[config.mk]
export PLATFORM = sky130hd
export DESIGN_NAME = uart_tx_arbiter_flat
export DESIGN_NICKNAME = d
export VERILOG_FILES = /design/src/rtl/uart_tx_arbiter_if.sv /design/src/rtl/uart_tx_arbiter.sv /design/src/flat_wrapper.sv
export SDC_FILE = /design/constraint.sdc
export NUM_CORES = 1
export LEC_CHECK = 0
export BUFFER_PORTS_ARGS = -buffer_cell sky130_fd_sc_hd__buf_2
export CAP_MARGIN = 10
export CORE_UTILIZATION = 47
export DETAILED_ROUTE_END_ITERATION = 6
export PLACE_DENSITY = 0.81
export SLEW_MARGIN = 30
export SYNTH_ARGS = -nofsm -noshare
export SYNTH_HDL_FRONTEND = slang
export SYNTH_SLANG_ARGS = --single-unit
export TNS_END_PERCENT = 5
[constraint.sdc]
create_clock -name clk -period 2.1 [get_ports clk]
set_clock_uncertainty 0.2 [all_clocks]
set_input_delay 0.105 -clock clk [delete_from_list [all_inputs] [get_ports clk]]
set_output_delay 0.105 -clock clk [all_outputs]
set_load 0.01 [all_outputs]
[src/rtl/uart_tx_arbiter_if.sv]
// Signal bundle between the byte producers, the round-robin arbiter and the UART TX port.
// master is the arbiter; slave is the combined producer/UART side.
interface uart_tx_arbiter_if #(
    parameter int NUM_REQ = 4,
    parameter int DATA_W  = 8
);
    localparam int ID_W = $clog2(NUM_REQ);

    logic [NUM_REQ-1:0]        req;
    logic [NUM_REQ*DATA_W-1:0] req_data;
    logic [NUM_REQ-1:0]        gnt;
    logic                      uart_wr_en;
    logic [DATA_W-1:0]         uart_data;
    logic                      uart_busy;
    logic [ID_W-1:0]           active_id;
    logic                      arb_busy;
    logic                      err_timeout;

    modport master (
        input  req, req_data, uart_busy,
        output gnt, uart_wr_en, uart_data, active_id, arb_busy, err_timeout
    );

    modport slave (
        output req, req_data, uart_busy,
        input  gnt, uart_wr_en, uart_data, active_id, arb_busy, err_timeout
    );
endinterface

[src/rtl/uart_tx_arbiter.sv]
// Round-robin scheduler sharing one UART transmitter among NUM_REQ byte producers.
// One byte per grant; the UART busy flag is tracked through the whole frame before re-arbitrating.
module uart_tx_arbiter #(
    parameter int NUM_REQ      = 4,
    parameter int DATA_W       = 8,
    parameter int BUSY_TIMEOUT = 16
) (
    input  logic              clk,
    input  logic              rst,
    uart_tx_arbiter_if.master bus
);
    localparam int ID_W  = $clog2(NUM_REQ);
    localparam int CNT_W = $clog2(BUSY_TIMEOUT);

    localparam logic [1:0] IDLE      = 2'd0;
    localparam logic [1:0] ISSUE     = 2'd1;
    localparam logic [1:0] WAIT_BUSY = 2'd2;
    localparam logic [1:0] WAIT_DONE = 2'd3;

    localparam logic [CNT_W-1:0] CNT_LAST = CNT_W'(BUSY_TIMEOUT - 1);
    localparam logic [ID_W-1:0]  ID_LAST  = ID_W'(NUM_REQ - 1);

    logic [1:0]       state;
    logic [ID_W-1:0]  ptr;
    logic [CNT_W-1:0] cnt;
    logic             win_valid;
    logic [ID_W-1:0]  win_id;

    function automatic logic [ID_W-1:0] rr_index(input logic [ID_W-1:0] base, input int offset);
        int sum;
        sum = int'(base) + offset;
        if (sum >= NUM_REQ) sum = sum - NUM_REQ;
        return ID_W'(sum);
    endfunction

    // NOTE: every variable gets a default before the loop, so no path leaves it unassigned (no latch).
    always_comb begin
        win_valid = 1'b0;
        win_id    = '0;
        // Scan from the far end so the requester closest to ptr is written last and wins.
        for (int off = NUM_REQ - 1; off >= 0; off--) begin
            if (bus.req[rr_index(ptr, off)]) begin
                win_valid = 1'b1;
                win_id    = rr_index(ptr, off);
            end
        end
    end

    // NOTE: all state here uses non-blocking assignments so every flop samples pre-edge values.
    always_ff @(posedge clk or negedge rst) begin
        if (!rst) begin
            state           <= IDLE;
            ptr             <= '0;
            cnt             <= '0;
            bus.gnt         <= '0;
            bus.uart_wr_en  <= 1'b0;
            bus.uart_data   <= '0;
            bus.active_id   <= '0;
            bus.arb_busy    <= 1'b0;
            bus.err_timeout <= 1'b0;
        end else begin
            bus.gnt         <= '0;
            bus.uart_wr_en  <= 1'b0;
            bus.err_timeout <= 1'b0;

            case (state)
                IDLE: begin
                    if (win_valid && !bus.uart_busy) begin
                        state          <= ISSUE;
                        bus.active_id  <= win_id;
                        bus.uart_data  <= bus.req_data[int'(win_id)*DATA_W +: DATA_W];
                        bus.gnt        <= NUM_REQ'(1) << win_id;
                        bus.uart_wr_en <= 1'b1;
                        bus.arb_busy   <= 1'b1;
                    end
                end

                ISSUE: begin
                    state <= WAIT_BUSY;
                    cnt   <= '0;
                    ptr   <= (bus.active_id == ID_LAST) ? '0 : bus.active_id + 1'b1;
                end

                WAIT_BUSY: begin
                    if (bus.uart_busy) begin
                        state <= WAIT_DONE;
                    end else if (cnt + 1'b1 == CNT_LAST) begin
                        // UART never acknowledged the strobe: drop the byte and free the port.
                        state           <= IDLE;
                        cnt             <= '0;
                        bus.arb_busy    <= 1'b0;
                        bus.err_timeout <= 1'b1;
                    end else begin
                        cnt <= cnt + 1'b1;
                    end
                end

                WAIT_DONE: begin
                    if (!bus.uart_busy) begin
                        state        <= IDLE;
                        bus.arb_busy <= 1'b0;
                    end
                end

                default: begin
                    state        <= IDLE;
                    bus.arb_busy <= 1'b0;
                end
            endcase
        end
    end
endmodule

[src/flat_wrapper.sv]
// flat-port wrapper written by rule: the top's interface ports become plain ports
module uart_tx_arbiter_flat 
#(
    parameter int NUM_REQ      = 4,
    parameter int DATA_W       = 8,
    parameter int BUSY_TIMEOUT = 16
)
  (clk, rst, bus_req, bus_req_data, bus_uart_busy, bus_gnt, bus_uart_wr_en, bus_uart_data, bus_active_id, bus_arb_busy, bus_err_timeout);
  uart_tx_arbiter_if #(.NUM_REQ(NUM_REQ), .DATA_W(DATA_W)) bus_i ();
  input  logic clk;
  input  logic rst;
  input wire logic [$bits(bus_i.req)-1:0] bus_req;
  input wire logic [$bits(bus_i.req_data)-1:0] bus_req_data;
  input wire logic [$bits(bus_i.uart_busy)-1:0] bus_uart_busy;
  output wire logic [$bits(bus_i.gnt)-1:0] bus_gnt;
  output wire logic [$bits(bus_i.uart_wr_en)-1:0] bus_uart_wr_en;
  output wire logic [$bits(bus_i.uart_data)-1:0] bus_uart_data;
  output wire logic [$bits(bus_i.active_id)-1:0] bus_active_id;
  output wire logic [$bits(bus_i.arb_busy)-1:0] bus_arb_busy;
  output wire logic [$bits(bus_i.err_timeout)-1:0] bus_err_timeout;
  assign bus_i.req = bus_req;
  assign bus_i.req_data = bus_req_data;
  assign bus_i.uart_busy = bus_uart_busy;
  assign bus_gnt = bus_i.gnt;
  assign bus_uart_wr_en = bus_i.uart_wr_en;
  assign bus_uart_data = bus_i.uart_data;
  assign bus_active_id = bus_i.active_id;
  assign bus_arb_busy = bus_i.arb_busy;
  assign bus_err_timeout = bus_i.err_timeout;
  uart_tx_arbiter #(.NUM_REQ(NUM_REQ), .DATA_W(DATA_W), .BUSY_TIMEOUT(BUSY_TIMEOUT)) u_core (.clk(clk), .rst(rst), .bus(bus_i));
endmodule
==> impl_metrics.env <==
export IMPL_status="finished, violations left"
export IMPL_failed_checks="setup timing"
export IMPL_power_mw=2.09
export IMPL_async_reset_ff_share_pct=100
export IMPL_drive_gt1_share_pct=29.1
export IMPL_clkTransAtPathRegs_ns=0.13
export IMPL_setup_ws_ns=-0.00105
export IMPL_hold_viol_final=0
export IMPL_synthSimpleGateAreaFrac_pct=17.2
export IMPL_die_w_um=55.7
export IMPL_ant_nets=0
export IMPL_slew_limit_headroom_pct=63.2
export IMPL_route_detailed_drc=0
export IMPL_io_pins=56
export IMPL_num_antenna_cells=0
export IMPL_totalWireLength_um=4870
export IMPL_vdd_drop_max_mv=0.700
export IMPL_swShare_pct=41.5
export IMPL_crit_top_cell="dlygate4sd3_1"
export IMPL_vias=1577
export IMPL_synth_compound_area_share_pct=16.1
export IMPL_clkSinkCount=25
export IMPL_drv_cap=0
export IMPL_ys_seq_area_share_pct=46.2
export IMPL_synthMuxAreaShare_pct=12.7
export IMPL_grt_pass1_wl_um=7450
export IMPL_tritoncts="done"
export IMPL_setup_viol=1
export IMPL_min_period_ns=2.10
export IMPL_die_area_sq_um=3100
export IMPL_clkLatencyLatePin_ns=0.31
export IMPL_drv_slew=0
export IMPL_synth_warnings=0
export IMPL_path_buf_inv=3
export IMPL_synth_seq_cells=25
export IMPL_first_pass_iters=4
export IMPL_p_seq_share_pct=39.6
export IMPL_worst_path_dominant_cell_family="buffers and inverters"
export IMPL_cts_htree_levels=1
export IMPL_cp_max_fo=6
export IMPL_initialDrtViolationCount=54
export IMPL_ys_types=36
export IMPL_synth_xor_area_share_pct=0
export IMPL_cp_cell_sequence="dlygate4sd3_1 -> buf_2 -> or3b_4 -> o211a_1 -> dlygate4sd3_1 -> nor3_1"
export IMPL_power_switching_mw=0.868
export IMPL_gp_congestion=0.885
export IMPL_final_common_cell="buf_2"
export IMPL_fin_setup_tns_ns=-0.00105
export IMPL_cts_buffers=3
export IMPL_worstMarginPinSlew_ns=0.551
export IMPL_area_growth_syn_to_layout_pct=53.6
export IMPL_nets=277
export IMPL_p_comb_share_pct=50.1
export IMPL_cp_required_ns=2.14
export IMPL_initial_utilization_pct=49.5
export IMPL_fin_crit_sh_pct=100
export IMPL_synth_fp_nets=179
export IMPL_cp_end_kind="flop"
export IMPL_antenna_found_initial=0
export IMPL_synth_edf_count=0
export IMPL_avgSynthCellArea_sq_um=9.88
export IMPL_routed_via_density=5.95
export IMPL_synthAdderAreaFrac_pct=2.77
export IMPL_track_usage_pct=31.3
export IMPL_syn_inst=137
export IMPL_fp_dieH_um=55.7
export IMPL_hpwl_um=2510
export IMPL_grt_overflow=0
export IMPL_synth_top_family_by_area="simple AND/OR/NAND/NOR gates"
export IMPL_critical_path_class="input pin to flop"
export IMPL_slowest_stage="dlygate4sd3_1"
export IMPL_hold_path_class="input pin to async pin"
export IMPL_wl_per_cell_um=18.4
export IMPL_layout_common_cells="55 x buf_2, 37 x dlygate4sd3_1, 27 x nand2_1"
export IMPL_worstPathArrival_ns=2.14
export IMPL_final_core_util_pct=76.1
export IMPL_cts_path_max_buffers=2
export IMPL_p_leak_nw=1.08
export IMPL_clkPwrFrac_pct=10.3
export IMPL_grt_start_max_net_pins=26
export IMPL_synth_area_sq_um=1350
export IMPL_grt_pass1_vias=1566
export IMPL_p_per_area_nw_per_um2=1010
export IMPL_startpoint_type="input pin"
export IMPL_internal_power_mw=1.22
export IMPL_crit_path_max_incr_delay_ns=0.56
export IMPL_portBuffers=55
export IMPL_fmax_mhz=476
export IMPL_root_buffer="clkbuf_4"
export IMPL_ys_flop_type="dfrtp_1"
export IMPL_hold_ws_ns=0.0920
export IMPL_row_count=19
export IMPL_core_area_sq_um=2730
## power by group through the flow
stage,clock [mW],combinational [mW],sequential [mW]
final,0.215,1.05,0.829
after global routing,0.236,1.12,0.843
after CTS,0.210,0.947,0.809
after detailed placement,0,0.883,0.818
after global placement,0,0.825,0.807
after floorplan,0,0.583,0.828
## logic make-up (layout without fill, tap and decap cells)
logic type      after synthesis  count (layout)
compound gates               28              28
fa+ha+maj                     3               3
buf+inv                      12             109
flops                        25              25
mux                          17              17
simple gates                 52              52
## stage by stage
stage | worst slack (ns) | cells | cell area [sq um]
after floorplan | 0.311 | 137 | 1350
after global placement | 0.251 | 221 | 1660
after detailed placement | 0.174 | 221 | 1660
after CTS | 0.0209 | 262 | 2050
after global routing | -0.0295 | 265 | 2080
final | -0.00105 | 265 | 2080
## sequential cells by signal, indices dropped and copies added (netlist names)
register                flops
u_core.bus.uart_data        8
u_core.bus.arb_busy         1
u_core.bus.uart_wr_en       1
u_core.bus.active_id        2
u_core.state                2
u_core.cnt                  4
u_core.bus.gnt              4
u_core.ptr                  2
u_core.bus.err_timeout      1
## path summary, 6_finish.rpt
| path | slack (ns) | cells past startpoint | from | to |
|---|---|---|---|---|
| worst max-delay path | -0.001 | 6 | bus_req[3] | u_core.bus.gnt[0] |
| max in group asynchronous | 1.21 | 2 | rst | u_core.cnt[0] |
| worst min register to register | 0.32 | 2 | u_core.bus.uart_data[2] | u_core.bus.uart_data[2] |
| min in group clk | 0.13 | 4 | bus_req[1] | u_core.bus.gnt[2] |
| worst min-delay path | 0.09 | 2 | rst | u_core.cnt[3] |
| worst max register to register | 0.04 | 5 | u_core.ptr[1] | u_core.bus.gnt[0] |
## timing repair
item,4_1_cts,5_1_grt
hold buffers,37,0
hold endpoints to repair,37,0
setup buffers,0,3
gates resized for setup,0,2
endpoints found under the setup margin,0,2
## cell type report
type	instances	area [sq um]
Inverter	8	30.0
Multi-Input combinational cell	100	662
Tap cell	31	38.8
Sequential cell	25	627
Fill cell	149	654
Clock buffer	4	26.3
Timing Repair Buffer	97	696
## Yosys cell counts (2+ instances only)
master,instances,area share [%]
nand2_1,27,7.5
dfrtp_1,25,46
mux2i_1,16,12
nor2_1,10,2.8
o221ai_1,9,5.8
inv_1,7,1.9
nor3_1,5,1.8
a21oi_1,3,1.1
ha_1,3,2.8
o21ai_0,3,1.1
clkbuf_1,2,0.55
nor2b_1,2,0.92
o211a_1,2,1.5
## per-layer routing
metal	GRT usage (%)	wire length, um
met4	15.0	180
met2	55.4	2450
met5	0	0
met3	5.81	396
met1	36.5	1850
Note: power is estimated with default switching activity, not from simulation.
